==> config.mk <==
export PLATFORM = sky130hd
export DESIGN_NAME = mrsc_stream_encoder_flat
export DESIGN_NICKNAME = d
export VERILOG_FILES = /design/src/rtl/mrsc_stream_encoder_if.sv /design/src/rtl/mrsc_stream_encoder.sv /design/src/flat_wrapper.sv
export SDC_FILE = /design/constraint.sdc
export NUM_CORES = 1
export LEC_CHECK = 0
export CAP_MARGIN = 30
export CORE_AREA = 2 2 116 118
export DETAILED_ROUTE_END_ITERATION = 8
export DIE_AREA = 0 0 118 120
export MAX_ROUTING_LAYER = met4
export SLEW_MARGIN = 20
export SYNTH_ARGS = -nofsm -noshare
export SYNTH_HDL_FRONTEND = slang
export SYNTH_SLANG_ARGS = --single-unit
==> constraint.sdc <==
create_clock -name clk -period 4.7 [get_ports clk]
set_input_delay 0.705 -clock clk [delete_from_list [all_inputs] [get_ports clk]]
set_output_delay 0.705 -clock clk [all_outputs]
set_load 0.01 [all_outputs]
==> src/rtl/mrsc_stream_encoder_if.sv <==
// Stream interface for mrsc_stream_encoder: data in, codeword out, counter access.
// With MRSC_ERR_INJECT_EN defined it also carries the error-injection controls.
interface mrsc_stream_encoder_if #(
  parameter int CNT_W = 16
);
  logic [15:0]      in_data;
  logic             in_valid;
  logic             in_ready;
  logic [31:0]      out_word;
  logic             out_valid;
  logic             out_ready;
  logic             cnt_clr;
  logic [CNT_W-1:0] enc_count;
`ifdef MRSC_ERR_INJECT_EN
  logic             inj_en;
  logic [31:0]      inj_mask;

  modport master (
    output in_data, in_valid, out_ready, cnt_clr, inj_en, inj_mask,
    input  in_ready, out_word, out_valid, enc_count
  );
  modport slave (
    input  in_data, in_valid, out_ready, cnt_clr, inj_en, inj_mask,
    output in_ready, out_word, out_valid, enc_count
  );
`else
  modport master (
    output in_data, in_valid, out_ready, cnt_clr,
    input  in_ready, out_word, out_valid, enc_count
  );
  modport slave (
    input  in_data, in_valid, out_ready, cnt_clr,
    output in_ready, out_word, out_valid, enc_count
  );
`endif
endinterface

==> src/rtl/mrsc_stream_encoder.sv <==
// Streaming MRSC encoder: 16-bit word -> 32-bit codeword through a 2-entry skid buffer.
// Optional macro MRSC_ERR_INJECT_EN XORs inj_mask into the stored codeword when inj_en is set.
module mrsc_stream_encoder #(
  parameter int CNT_W = 16
) (
  input  logic                  clk,
  input  logic                  rst_n,
  mrsc_stream_encoder_if.slave  bus
);
  localparam logic [1:0] S_EMPTY = 2'd0;
  localparam logic [1:0] S_HALF  = 2'd1;
  localparam logic [1:0] S_FULL  = 2'd2;

  // Rows are nibbles A..D (MSB first); bit 3 of a nibble is column 1.
  function automatic logic [31:0] mrsc_encode(input logic [15:0] d);
    logic [3:0] a, b, c, e, p;
    logic       di1, di2, di3, di4;
    a   = d[15:12];
    b   = d[11:8];
    c   = d[7:4];
    e   = d[3:0];
    p   = a ^ b ^ c ^ e;
    di1 = a[3] ^ b[2] ^ c[3] ^ e[2];
    di2 = a[2] ^ b[3] ^ c[2] ^ e[3];
    di3 = a[1] ^ b[0] ^ c[1] ^ e[0];
    di4 = a[0] ^ b[1] ^ c[0] ^ e[1];
    return {d, di1, di3, di2, di4, p[3], p[1], p[2], p[0],
            a[3] ^ a[1], a[2] ^ a[0], b[3] ^ b[1], b[2] ^ b[0],
            c[3] ^ c[1], c[2] ^ c[0], e[3] ^ e[1], e[2] ^ e[0]};
  endfunction

  function automatic logic [CNT_W-1:0] sat_inc(input logic [CNT_W-1:0] v);
    return (&v) ? v : v + 1'b1;
  endfunction

  logic [1:0]       state, state_nxt;
  logic             in_ready_q;
  logic             out_valid;
  logic [CNT_W-1:0] cnt_q;
  logic [31:0]      enc_word_p0;
  logic [31:0]      main_word_p1, skid_word_p1;
  logic             push, pop, load_main, load_skid, shift_skid;

  // Stage p0: combinational encode of the offered word
`ifdef MRSC_ERR_INJECT_EN
  assign enc_word_p0 = mrsc_encode(bus.in_data) ^ (bus.inj_en ? bus.inj_mask : 32'h0);
`else
  assign enc_word_p0 = mrsc_encode(bus.in_data);
`endif

  assign out_valid     = (state != S_EMPTY);
  assign push          = bus.in_valid && in_ready_q;
  assign pop           = out_valid && bus.out_ready;
  assign bus.in_ready  = in_ready_q;
  assign bus.out_valid = out_valid;
  assign bus.out_word  = main_word_p1;
  assign bus.enc_count = cnt_q;

  always_comb begin
    state_nxt  = state;
    load_main  = 1'b0;
    load_skid  = 1'b0;
    shift_skid = 1'b0;
    case (state)
      S_EMPTY: if (push) begin
        state_nxt = S_HALF;
        load_main = 1'b1;
      end
      S_HALF: begin
        if (push && !pop) begin
          state_nxt = S_FULL;
          load_skid = 1'b1;
        end else if (push && pop) begin
          load_main = 1'b1;
        end else if (pop) begin
          state_nxt = S_EMPTY;
        end
      end
      S_FULL: if (pop) begin
        state_nxt  = S_HALF;
        shift_skid = 1'b1;
      end
      default: state_nxt = S_EMPTY;
    endcase
  end

  // in_ready is registered from the next state so it never follows out_ready combinationally
  always_ff @(posedge clk or negedge rst_n) begin
    if (!rst_n) begin
      state      <= S_EMPTY;
      in_ready_q <= 1'b1;
      cnt_q      <= '0;
    end else begin
      state      <= state_nxt;
      in_ready_q <= (state_nxt != S_FULL);
      if (bus.cnt_clr)
        cnt_q <= '0;
      else if (pop)
        cnt_q <= sat_inc(cnt_q);
    end
  end

  // Stage p1: main output register and skid register
  always_ff @(posedge clk or negedge rst_n) begin
    if (!rst_n) begin
      main_word_p1 <= '0;
      skid_word_p1 <= '0;
    end else begin
      if (load_main)
        main_word_p1 <= enc_word_p0;
      else if (shift_skid)
        main_word_p1 <= skid_word_p1;
      if (load_skid)
        skid_word_p1 <= enc_word_p0;
    end
  end
endmodule

==> src/flat_wrapper.sv <==
// flat-port wrapper written by rule: the top's interface ports become plain ports
module mrsc_stream_encoder_flat 
#(
  parameter int CNT_W = 16
)
  (clk, rst_n, bus_in_data, bus_in_valid, bus_out_ready, bus_cnt_clr, bus_in_ready, bus_out_word, bus_out_valid, bus_enc_count);
  mrsc_stream_encoder_if #(.CNT_W(CNT_W)) bus_i ();
  input  logic clk;
  input  logic rst_n;
  input wire logic [$bits(bus_i.in_data)-1:0] bus_in_data;
  input wire logic [$bits(bus_i.in_valid)-1:0] bus_in_valid;
  input wire logic [$bits(bus_i.out_ready)-1:0] bus_out_ready;
  input wire logic [$bits(bus_i.cnt_clr)-1:0] bus_cnt_clr;
  output wire logic [$bits(bus_i.in_ready)-1:0] bus_in_ready;
  output wire logic [$bits(bus_i.out_word)-1:0] bus_out_word;
  output wire logic [$bits(bus_i.out_valid)-1:0] bus_out_valid;
  output wire logic [$bits(bus_i.enc_count)-1:0] bus_enc_count;
  assign bus_i.in_data = bus_in_data;
  assign bus_i.in_valid = bus_in_valid;
  assign bus_i.out_ready = bus_out_ready;
  assign bus_i.cnt_clr = bus_cnt_clr;
  assign bus_in_ready = bus_i.in_ready;
  assign bus_out_word = bus_i.out_word;
  assign bus_out_valid = bus_i.out_valid;
  assign bus_enc_count = bus_i.enc_count;
  mrsc_stream_encoder #(.CNT_W(CNT_W)) u_core (.clk(clk), .rst_n(rst_n), .bus(bus_i));
endmodule
# Word-level counts from Yosys, hierarchy flattened
# Index checks and enable logic that the tools add are counted.
# classes
shift	0
bitwise	23
n_mul	0
n_lt_le_gt_ge	0
n_mux	19
n_eq_ne	4
add_sub_neg	1
reduce_logical	11
div_mod_pow	0
# ops
operator	n
32-bit 2-to-1 mux	2
16-bit 2-to-1 mux	3
1-bit bitwise XOR	20
16-bit by 1-bit adder with 16-bit output, second input constant	1
16-bit AND reduction	1
4-bit bitwise XOR	3
2-bit 2-to-1 mux	5
1-bit 2-to-1 mux	7
2-bit case mux with 3 select lines	1
2-bit nonzero test	3
1-bit logical AND	4
2-bit inequality test, second input constant	2
2-bit by 1-bit == test with 1-bit output, second input constant	1
2-bit == test, second input constant	1
2-bit zero test	1
1-bit case mux with 2 select lines	1
2-bit AND reduction	1
1-bit zero test	1
# totals
mem_count	0
rom_bits	0
ramBits	0
inputBits	21
word_cells	63
output_inout_bits	50
ff_bits	83
latch_bits	0

# Depth between registers and ports, before layout
# Gate-level depths: netlist of the first run.
# depth
depth_word	7
ltp_mapped	7
depth_no_buf	5

# Worst setup path before layout of the first run
# Ideal clock, no wire load.
# synth_timing
path_type	input to register
start	input port bus_in_valid
end	register u_core.skid_word_p1[10]
slack_ns	2.723
t_arrival_ns	1.851
setup_time_ns	0.126
stages	6
n_path_buf	3
required_ns	4.574
path_cell_list	nand2_1 -> nor3_1 -> buf_2 -> clkbuf_1 -> buf_2 -> a21oi_1
# synth_via
elab_chain_len	4
# synth_lines
element	line	text
start: declaration	flat_wrapper.sv:11	input wire logic [$bits(bus_i.in_valid)-1:0] bus_in_valid;
1-bit logical AND	mrsc_stream_encoder.sv:52	assign push = bus.in_valid && in_ready_q;
1-bit logical AND	mrsc_stream_encoder.sv:70	if (push && !pop) begin
1-bit 2-to-1 mux	mrsc_stream_encoder.sv:70	
1-bit 2-to-1 mux	mrsc_stream_encoder.sv:64	case (state)
end signal: assignment	mrsc_stream_encoder.sv:114	skid_word_p1 <= enc_word_p0;
end: declaration	mrsc_stream_encoder.sv:41	logic [31:0] main_word_p1, skid_word_p1;
# Every way passes these cells.
# A chain may end at the register's enable or synchronous reset.

# Final worst setup path of the first run
# layout_timing
start	input port bus_out_ready
end	register u_core.main_word_p1[22], in the netlist u_core.bus.out_word[22]
# layout_via
elab_chain_len	6
word_cells_on_any_way	11
classes_between	6 x mux; 5 x reduce/logical
# layout_lines
element	line	text
start: declaration	flat_wrapper.sv:12	input wire logic [$bits(bus_i.out_ready)-1:0] bus_out_ready;
1-bit logical AND *	mrsc_stream_encoder.sv:53	assign pop = out_valid && bus.out_ready;
1-bit logical AND or 1-bit zero test (tied branches)	mrsc_stream_encoder.sv:73, mrsc_stream_encoder.sv:70	
1-bit 2-to-1 mux or 1-bit logical AND (tied branches)	mrsc_stream_encoder.sv:73, mrsc_stream_encoder.sv:70	
1-bit 2-to-1 mux	mrsc_stream_encoder.sv:70	
1-bit case mux with 2 select lines	mrsc_stream_encoder.sv:64	
32-bit 2-to-1 mux or 2-bit nonzero test (tied branches)	--	
end signal: assignment	mrsc_stream_encoder.sv:110	main_word_p1 <= enc_word_p0;
end signal: assignment	mrsc_stream_encoder.sv:112	main_word_p1 <= skid_word_p1;
end: declaration	mrsc_stream_encoder.sv:41	
# Every way passes the cells marked *; elsewhere a longest branch is shown, timed or not.

==> key figures, run 1 <==
Pwr
  • Peak VDD IR: 256.8 uV
  • Leak: 2.061 nW
  • Sw Ratio: 31.50%
  • Int Pwr: 0.001956 W
  • Logic gate share of total power: 34.0%
  • Power per cell area: 567.6 nW/um2
  • Flop pwr share: 41.1%
  • Psw: 0.0008992 W
  • Clk pwr share: 24.9%

Detailed routing
  • Via/cell ratio: 4.957
  • Detailed-route via count: 2905
  • Routed Antenna Nets: 0
  • Routed wire length: 9050 um
  • Detailed Route Iter0 Violations: 174
  • DRT Pass-1 Iters: 6
  • DRC Markers: 0
  • Routed len/inst: 15.44 um

GRT
  • Initial antenna violation count: 0
  • Pin count of the biggest net entering global routing: 57
  • GRT Total Usage: 13.54%
  • First-pass GRT wire length: 14720 um
  • Remaining global-route overflow: 0
  • Vias in the first global route: 2787

Yosys
  • Ys flop type: dfrtp_1
  • Warning count from the yosys run: 0
  • Syn Nets: 361
  • Distinct cells, synth: 42
  • Post-synth EDFFs: 0
  • Sequential share of the synthesized area: 54.46%
  • Share of flip-flops with an asynchronous set or reset: 100.0%
  • Mapped Cells: 339
  • Synth Cell Area: 3816 um2
  • Syn avg cell area: 11.26 um2
  • #FFs+latches synth: 83

Floorplanning
  • Rows: 42
  • Die Height: 120 um
  • Ports: 71
  • Starting Density: 29.40%
  • Die W: 118 um
  • Die ar.: 14160 um2
  • Core footprint: 12980 um2

Worst setup path
  • Critical path class: input port to flop
  • Nature of the critical path endpoint: flop
  • Crit path arrival time: 2.83 ns
  • Cells on worst reg2reg path: 6
  • R2R setup slack: 2.54 ns
  • CP startpoint kind: input port
  • Start of the worst register-to-register path: u_core.state[0]
  • CP max FO: 43
  • R2R Path End: u_core.bus.out_word[22]
  • Worst path required time: 4.97 ns

Cells and area
  • Antenna diodes: 0
  • Fraction of layout cells with a size suffix above 1: 11.95%
  • Fillers: 1297
  • Total Nets Final: 427
  • Fin area: 5030 um2
  • Area growth syn-to-layout: 31.80%

Clock network
  • Clock-pin slew on the worst setup and hold paths: 0.06 ns
  • Max clock buf depth: 2
  • Worst-Skew Late Latency: 0.33 ns
  • H-tree levels: 3
  • Post-cts resize count: 0
  • Root buffer cell: clkbuf_16
  • Post-CTS Setup Repair Bufs: 0
  • # hold bufs at CTS: 0
  • Cts bufs inserted: 9
  • CTS tree: built
  • Clock Sinks: 83

Timing
  • Fin crit period: 2.560 ns
  • Final Max Slew Viols: 0
  • TNS Setup: 0 ns
  • Unrepaired setup endpoints after global routing: false
  • Final setup viols: 0
  • Highest clock rate: 390.7 MHz
  • Hold violation count in the final report: 0
  • Relative max-transition margin: 52.20%
  • Worst Max-Slew Pin Slew: 0.7115 ns
  • Clock Skew: 0.007675 ns
  • Tcrit/Tclk final: 54.46%

Worst hold path
  • Hold Path Class: input port to async pin

Place
  • DP HPWL: 6287 um
  • I/O Buffers: 70
  • Post-DP Area: 4720 um2
  • GPL Wtd Cong: 0.8039

Job
  • Max Cap Violations: 0

Outcome
  • Outcome: finished clean
worst max path at each step:
stage | start | to | slack (ns)
2_1_floorplan | bus_in_valid | u_core.skid_word_p1[10] | 2.72
3_3_place_gp | bus_out_ready | u_core.bus.out_word[27] | 1.91
3_5_place_dp | bus_out_ready | u_core.bus.out_word[22] | 1.79
4_1_cts | bus_out_ready | u_core.bus.out_word[22] | 2.15
5_1_grt | bus_out_ready | u_core.bus.out_word[22] | 2.02
6_report | bus_out_ready | u_core.bus.out_word[22] | 2.14
state kept, by name, summed over array words and instances (netlist names):
signal / flops
u_core.skid_word_p1: 32
u_core.bus.enc_count: 16
u_core.bus.in_ready: 1
u_core.bus.out_word: 32
u_core.state: 2
kinds of logic (layout without fill, tap and decap cells):
kind of cell             count (synthesis)  after routing  synth area share [%]
AND/OR/NAND/NOR                         80             80                 12.10
flip-flops                              83             83                 54.46
XOR/XNOR                                25             25                 5.738
multiplexers                            21             21                 6.131
buffers and inverters                   23             94                 2.492
adder cells (fa/ha/maj)                  1              1                0.3278
AO/OA/AOI/OAI                          106            106                 18.75
power groups by stage:
stage                     Clock (W)  Combinational [W]  Sequential (W)
after floorplan                   0           0.000476         0.00120
after global placement            0           0.000959         0.00118
after detailed placement          0           0.000982         0.00119
after CTS                  0.000730           0.000987         0.00117
after global routing       0.000761            0.00106         0.00121
final                      0.000711           0.000970         0.00117
area by class of cell:
type                       instances  area, um2  area share, %
inverter                           3      11.26         0.2239
multi-input combinational        233       1663          33.06
clock buffer                       9      225.2          4.478
clock inverter                     7      76.32          1.517
timing repair buffer              75      755.7          15.02
sequential                        83       2078          41.32
tap                              176      220.2          4.378
routing by layer:
metal / share of wire (%) / GRT usage, % / vias up / routed length [um]
li1: - / - / 1376 / -
met1: 47 / 17.36 / 1448 / 4232
met2: 47 / 21.08 / 76 / 4280
met3: 5.2 / 3.565 / 5 / 467
met4: 0.77 / 4.217 / 0 / 70
met5: 0 / - / - / 0
synthesized netlist by cell type (all sizes together) (6+ instances only):
cell type	instances	area share, %
dfrtp	82	54
nor4	6	1.1
xor2	10	2.3
a211oi	11	2.2
nand4	6	1.1
a21oi	38	5.0
nor2	18	1.8
clkbuf	10	0.98
nand2	9	0.89
or3	7	1.1
a22o	16	3.7
or4	7	1.4
o21ai	8	1.0
nor2b	13	2.1
a21o	16	3.1
buf	10	1.2
o31ai	7	1.4
xnor2	15	3.4
mux2	19	5.6
through the flow:
stage	util, %	hold WS (ns)	std cells	setup WS (ns)	total power [W]
finish	38.75	0.2962	586	2.140	0.002855
floorplan	-	0.4094	339	2.723	0.001681
detailed placement	36.36	0.4726	570	1.789	0.002168
global route	38.75	0.3208	586	2.025	0.003027
global placement	36.15	0.4662	569	1.912	0.002136
CTS	38.68	0.3065	586	2.155	0.002891
worst max-delay path, stage by stage:
cell	delay, ns
clkdlybuf4s50_1	0.49
nor2b_1	0.37
nor3_4	0.04
buf_4	0.28
nor2_1	0.50
buf_4	0.30
a21o_1	0.14
cells in the final DEF, fill, tap and decap left out, types with 5 or more instances in the layout:
cell type,instances
xnor2_1,15
a21o_1,16
nand4_1,5
buf_4,5
a211oi_1,11
mux2_2,19
a22o_1,16
a21oi_1,38
nand2_1,9
nor2_1,18
o31ai_1,7
nor4_1,5
o21ai_0,7
or3_1,7
xor2_1,10
dfrtp_1,82
or4_1,7
clkbuf_16,9
nor2b_1,13
clkdlybuf4s50_1,69
(Power assumes the default switching activity.)
==> inputs of run 2 (changes only) <==
Clock period 4.7 ns to 2.3 ns, I/O delays scaled along.
==> run 2 against run 1 <==
  * Design area rose by 1.2%
  * Via count increased by 0.76%
  * Hold slack got worse by 0.29 ns
  * Power up 100%
  * Sequential share of layout area shrank 0.50 points
  * Sequential power grew 110%
  * Global-route usage increased by 0.95 points
  * Non-clock buffer count grew 9
  * Worst setup slack worse by 1.9 ns
  * Count of clock-buffer cells in the layout increased by 1
  * Critical endpoint is now bus_out_valid
==> key figures, run 2 (synthesis results as in run 1) <==
Worst setup path
  • Critical path class: flop to output pin
  • Slowest Stage Delay on Critical Path: 0.52 ns
  • Critical-path cell list: or2_2 > clkdlybuf4s50_1
  • Nature of the critical path endpoint: output pin
  • Slowest CP cell: dfrtp_1
  • CP startpoint kind: flop
  • R2R setup slack: 0.29 ns
  • Worst path required time: 1.96 ns
  • CP max FO: 11
  • Crit path arrival time: 1.70 ns

Floorplanning
  • Core footprint: 12980 um2
  • Die ar.: 14160 um2
  • Die Height: 120 um
  • Rows: 42
  • Starting Density: 29.40%
  • Ports: 71
  • Die W: 118 um

Cells and area
  • Antenna diodes: 0
  • Most frequent cells in the layout: dfrtp_1, clkdlybuf4s50_1, a21oi_1
  • Fraction of layout cells with a size suffix above 1: 13.84%
  • Total Nets Final: 436
  • Fin area: 5091 um2
  • Area of the multi-input gates: 1654 um2
  • Post-Route Utilization: 39.22%
  • Area growth syn-to-layout: 33.41%
  • Most common cell after layout, fill and taps aside: dfrtp_1
  • FF+latch area: 2078 um2
  • Fillers: 1284

Detailed routing
  • Via/cell ratio: 4.919
  • Routed len/inst: 15.45 um
  • Routed Antenna Nets: 0
  • Routed wire length: 9195 um
  • Detailed-route via count: 2927
  • DRT Pass-1 Iters: 4
  • Detailed Route Iter0 Violations: 298
  • DRC Markers: 0

Timing
  • TNS Setup: 0 ns
  • Final Max Slew Viols: 0
  • Fin crit period: 2.041 ns
  • Tcrit/Tclk final: 88.75%
  • Relative max-transition margin: 56.49%
  • Final setup viols: 0
  • Clock Skew: 0.004914 ns
  • Hold violation count in the final report: 0
  • Unrepaired setup endpoints after global routing: false
  • Highest clock rate: 489.9 MHz
  • Worst Max-Slew Pin Slew: 0.6476 ns

Pwr
  • Leak: 2.088 nW
  • Total power draw: 0.005819 W
  • Power per cell area: 1143 nW/um2
  • Peak VDD IR: 512.7 uV

Outcome
  • Outcome: finished clean

Job
  • Max Cap Violations: 0

Clock network
  • Root buffer cell: clkbuf_16
  • Post-cts resize count: 0
  • Cts bufs inserted: 9
  • Max clock buf depth: 2
  • Clock-pin slew on the worst setup and hold paths: 0.06 ns
  • H-tree levels: 3
  • Post-CTS Setup Repair Bufs: 0
  • # hold bufs at CTS: 0
  • Clock Sinks: 83
  • CTS tree: built
  • Worst-Skew Late Latency: 0.34 ns

Place
  • Post-DP Area: 4805 um2
  • GPL Wtd Cong: 0.8588
  • DP HPWL: 6488 um
  • I/O Buffers: 70

GRT
  • Vias in the first global route: 3031
  • GR peak layer: met2
  • Met3 Usage GRT: 3.897%
  • Remaining global-route overflow: 0
  • Pin count of the biggest net entering global routing: 47
  • Initial antenna violation count: 0
  • GRT Total Usage: 14.49%
  • Met2 usage: 22.17%
  • Met1 usage: 19.09%
  • First-pass GRT wire length: 15900 um

Worst hold path
  • Hold Path Class: input port to async pin
## run 2: changes by cell type in the layout (fill, tap and decap cells not counted), sizes merged
cell	previous run	this run
clkbuf	9	10
buf	6	15
bufinv	1	0
clkinvlp	2	1
clkinv	2	3
## run 2: power by group
group	switching, W	internal (W)
Sequential	0.000351	0.00205
Clock	0.000608	0.000770
Combinational	0.000891	0.00115
## run 2: layout make-up
type	instances	share of cell area, %
sequential	83	40.82
multi-input combinational	233	32.49
inverter	3	0.2212
timing repair buffer	84	16.52
tap	176	4.325
clock buffer	10	4.694
clock inverter	6	0.9339
## run 2: critical path, delay by kind of cell (launching register included)
| family | cells | cell delay (ns) |
|---|---|---|
| buffers and inverters | 1 | 0.49 |
| and+or+nand+nor | 1 | 0.36 |
| DFF | 1 | 0.52 |
## run 2: metal layers
layer  routed length [um]  up-vias
li1                     -     1400
met1                 4291     1453
met2                 4419       72
met3                  446        2
met4                   37        0
met5                    0        -
## run 2: stage by stage
step	worst slack [ns]	hold WS, ns	cells
after floorplan	0.3770	0.04941	339
after global placement	0.1865	0.3860	579
after detailed placement	0.1427	0.3877	579
after CTS	0.2279	0.02501	595
after global routing	0.1312	0.04875	595
final	0.2587	0.008284	595
## run 2: worst paths after layout
check / startpoint / end / depth (start not counted)
min: rst_n / u_core.bus.enc_count[2] / 1
max: u_core.state[1] / bus_out_valid / 2
max reg2reg: u_core.bus.enc_count[0] / u_core.bus.enc_count[12] / 5
min in group clk: u_core.bus.out_word[23] / u_core.bus.out_word[23] / 1
max in group asynchronous: rst_n / u_core.bus.out_word[10] / 2
min reg2reg: u_core.bus.out_word[23] / u_core.bus.out_word[23] / 1
==> inputs of run 3 (changes only) <==
Settings changed: ABC_AREA set to 1, CORE_AREA 2 2 116 118 to 2 2 121 123, DIE_AREA 0 0 118 120 to 0 0 123 125.
==> run 3 against run 2 <==
  * Combinational power fell by 9%
  * Critical endpoint unchanged
  * Highest routed layer unchanged
  * Critical path depth increased by 1
  * Largest power group unchanged
  * Synthesized area rose by 8.1%
  * Via count is 20% higher
  * Largest cell class unchanged
==> key figures, run 3 <==
Pwr
  • Power per cell area: 1057 nW/um2
  • Psw: 0.001874 W
  • Clk pwr share: 26.1%
  • Peak VDD IR: 504.5 uV
  • Flop pwr share: 40.9%
  • Int Pwr: 0.003766 W
  • Sw Ratio: 33.22%
  • Total power draw: 0.005640 W
  • Logic gate share of total power: 33.0%
  • Leak: 2.443 nW

Place
  • Cells after DPL: 746
  • I/O Buffers: 70
  • DP HPWL: 7587 um
  • GPL Wtd Cong: 0.8174
  • Post-DP Area: 5026 um2

Timing
  • Relative max-transition margin: 68.04%
  • Highest clock rate: 550.0 MHz
  • Final Max Slew Viols: 0
  • TNS Setup: 0 ns
  • Hold violation count in the final report: 0
  • Clock Skew: 0.006699 ns
  • Fin crit period: 1.818 ns
  • Worst Max-Slew Pin Slew: 0.4794 ns
  • Tcrit/Tclk final: 79.04%
  • Unrepaired setup endpoints after global routing: false
  • Final setup viols: 0

Clock network
  • H-tree levels: 3
  • Root buffer cell: clkbuf_16
  • Clock Sinks: 83
  • CTS tree: built
  • Worst-Skew Late Latency: 0.35 ns
  • Post-CTS Setup Repair Bufs: 0
  • Clock-pin slew on the worst setup and hold paths: 0.06 ns
  • Post-cts resize count: 0
  • Max clock buf depth: 2
  • Cts bufs inserted: 9

Outcome
  • Outcome: finished clean

Cells and area
  • Fin cells: 762
  • Area of the multi-input gates: 1712 um2
  • Antenna diodes: 0
  • Fillers: 1476
  • Fin area: 5335 um2
  • Total Nets Final: 596
  • Area growth syn-to-layout: 29.33%
  • FF+latch area: 2078 um2
  • Most frequent cells in the layout: nand2_1, dfrtp_1, clkdlybuf4s50_1
  • Most common cell after layout, fill and taps aside: nand2_1
  • Fraction of layout cells with a size suffix above 1: 7.266%

Floorplanning
  • Die W: 123 um
  • Die ar.: 15380 um2
  • Ports: 71
  • Die Height: 125 um
  • Core footprint: 14200 um2
  • Starting Density: 29.04%
  • Rows: 44

Yosys
  • Post-synth top cells: nand2_1, dfrtp_1, inv_1
  • Most frequent cell after synthesis: nand2_1
  • Mapped Cells: 505
  • Syn avg cell area: 8.169 um2
  • Warning count from the yosys run: 0
  • Share of flip-flops with an asynchronous set or reset: 100.0%
  • Post-synth EDFFs: 0
  • Ys flop type: dfrtp_1
  • Share of the synthesized area in the top cell type: 49.74%
  • Synth Cell Area: 4125 um2
  • Cell taking the most area after synthesis: dfrtp_1
  • Sequential share of the synthesized area: 50.38%
  • Dominant cells by area after synthesis: dfrtp_1, nand2_1, o21ai_0, inv_1, xor2_1
  • #FFs+latches synth: 83
  • Syn Nets: 527
  • Distinct cells, synth: 30

Worst setup path
  • Crit path arrival time: 1.47 ns
  • Nature of the critical path endpoint: output pin
  • Crit path from: u_core.state[0]
  • CP max FO: 3
  • Start of the worst register-to-register path: u_core.bus.enc_count[1]
  • Critical path class: flop to output pin
  • CP startpoint kind: flop
  • Worst path required time: 1.96 ns

GRT
  • Vias in the first global route: 3513
  • First-pass GRT wire length: 17350 um
  • Initial antenna violation count: 0
  • GRT Total Usage: 14.87%
  • Pin count of the biggest net entering global routing: 50
  • Remaining global-route overflow: 0

Detailed routing
  • DR top layer: met4
  • Detailed-route via count: 3516
  • DRC Markers: 0
  • Routed len/inst: 13.84 um
  • DRT Pass-1 Iters: 6
  • WL met2: 4990 um
  • Routed Antenna Nets: 0
  • Via/cell ratio: 4.614
  • DRT met1 WL: 4865 um
  • Routed wire length: 10550 um
  • Routed met3 length: 549 um
  • Detailed Route Iter0 Violations: 270

Worst hold path
  • Hold Startpoint: u_core.bus.out_word[12]
  • Hold Path Class: flop to flop

Job
  • Max Cap Violations: 0
## run 3: worst max-delay path, stage by stage, from the launching register on
cell and delay [ns]:
dfrtp_1 0.43, nor2_1 0.15, inv_1 0.08, clkdlybuf4s50_1 0.48
## run 3: cell type report
type / instances / area share (%)
Tap cell: 184 / 4.315
Multi-Input combinational cell: 342 / 32.08
Clock buffer: 9 / 4.221
Timing Repair Buffer: 82 / 15.06
Sequential cell: 83 / 38.95
Clock inverter: 6 / 1.384
Inverter: 56 / 3.987
## run 3: worst paths after layout
| kind | end | slack [ns] | cells past startpoint |
|---|---|---|---|
| hold / removal | u_core.bus.out_word[12] | 0.48 | 2 |
| setup / recovery | bus_out_valid | 0.48 | 3 |
| setup reg to reg | u_core.bus.enc_count[3] | 0.60 | 9 |
| min in group asynchronous | u_core.bus.enc_count[7] | 0.50 | 2 |
| max in group asynchronous | u_core.bus.out_word[28] | 1.16 | 3 |
| hold reg to reg | u_core.bus.out_word[12] | 0.48 | 2 |
## run 3: metrics by stage
stage	hold WS, ns	setup WS (ns)	util [%]
global route	0.4997	0.3810	37.56
detailed placement	0.3374	0.2869	35.39
global placement	0.3387	0.3634	35.39
CTS	0.4825	0.4676	37.56
floorplan	0.04941	0.8000	-
finish	0.4760	0.4820	37.56
## run 3: cell families after synthesis
group,after synthesis,share of synthesized area [%]
compound gates,75,10.55
xor+xnor,35,7.431
fa+ha+maj,1,0.3033
buf+inv,80,8.129
flops,83,50.38
simple gates,231,23.20
## run 3: what timing repair did
action / in CTS / in global routing
endpoints found under the setup margin: 0 / 0
endpoints found under the hold margin: 33 / 0
hold buffers: 1 / 0
## run 3: routing by layer
metal / global-route usage, % / up-vias
li1: - / 1725
met1: 19.24 / 1682
met2: 22.91 / 96
met3: 4.060 / 13
met4: 4.078 / 0
met5: - / -
## run 3: power by group through the flow
stage	Sequential, W	Clock [W]	Combinational (W)
finish	0.00231	0.00147	0.00186
global route	0.00238	0.00158	0.00209
CTS	0.00232	0.00151	0.00189
detailed placement	0.00233	0	0.00188
global placement	0.00232	0	0.00184
floorplan	0.00240	0	0.000845
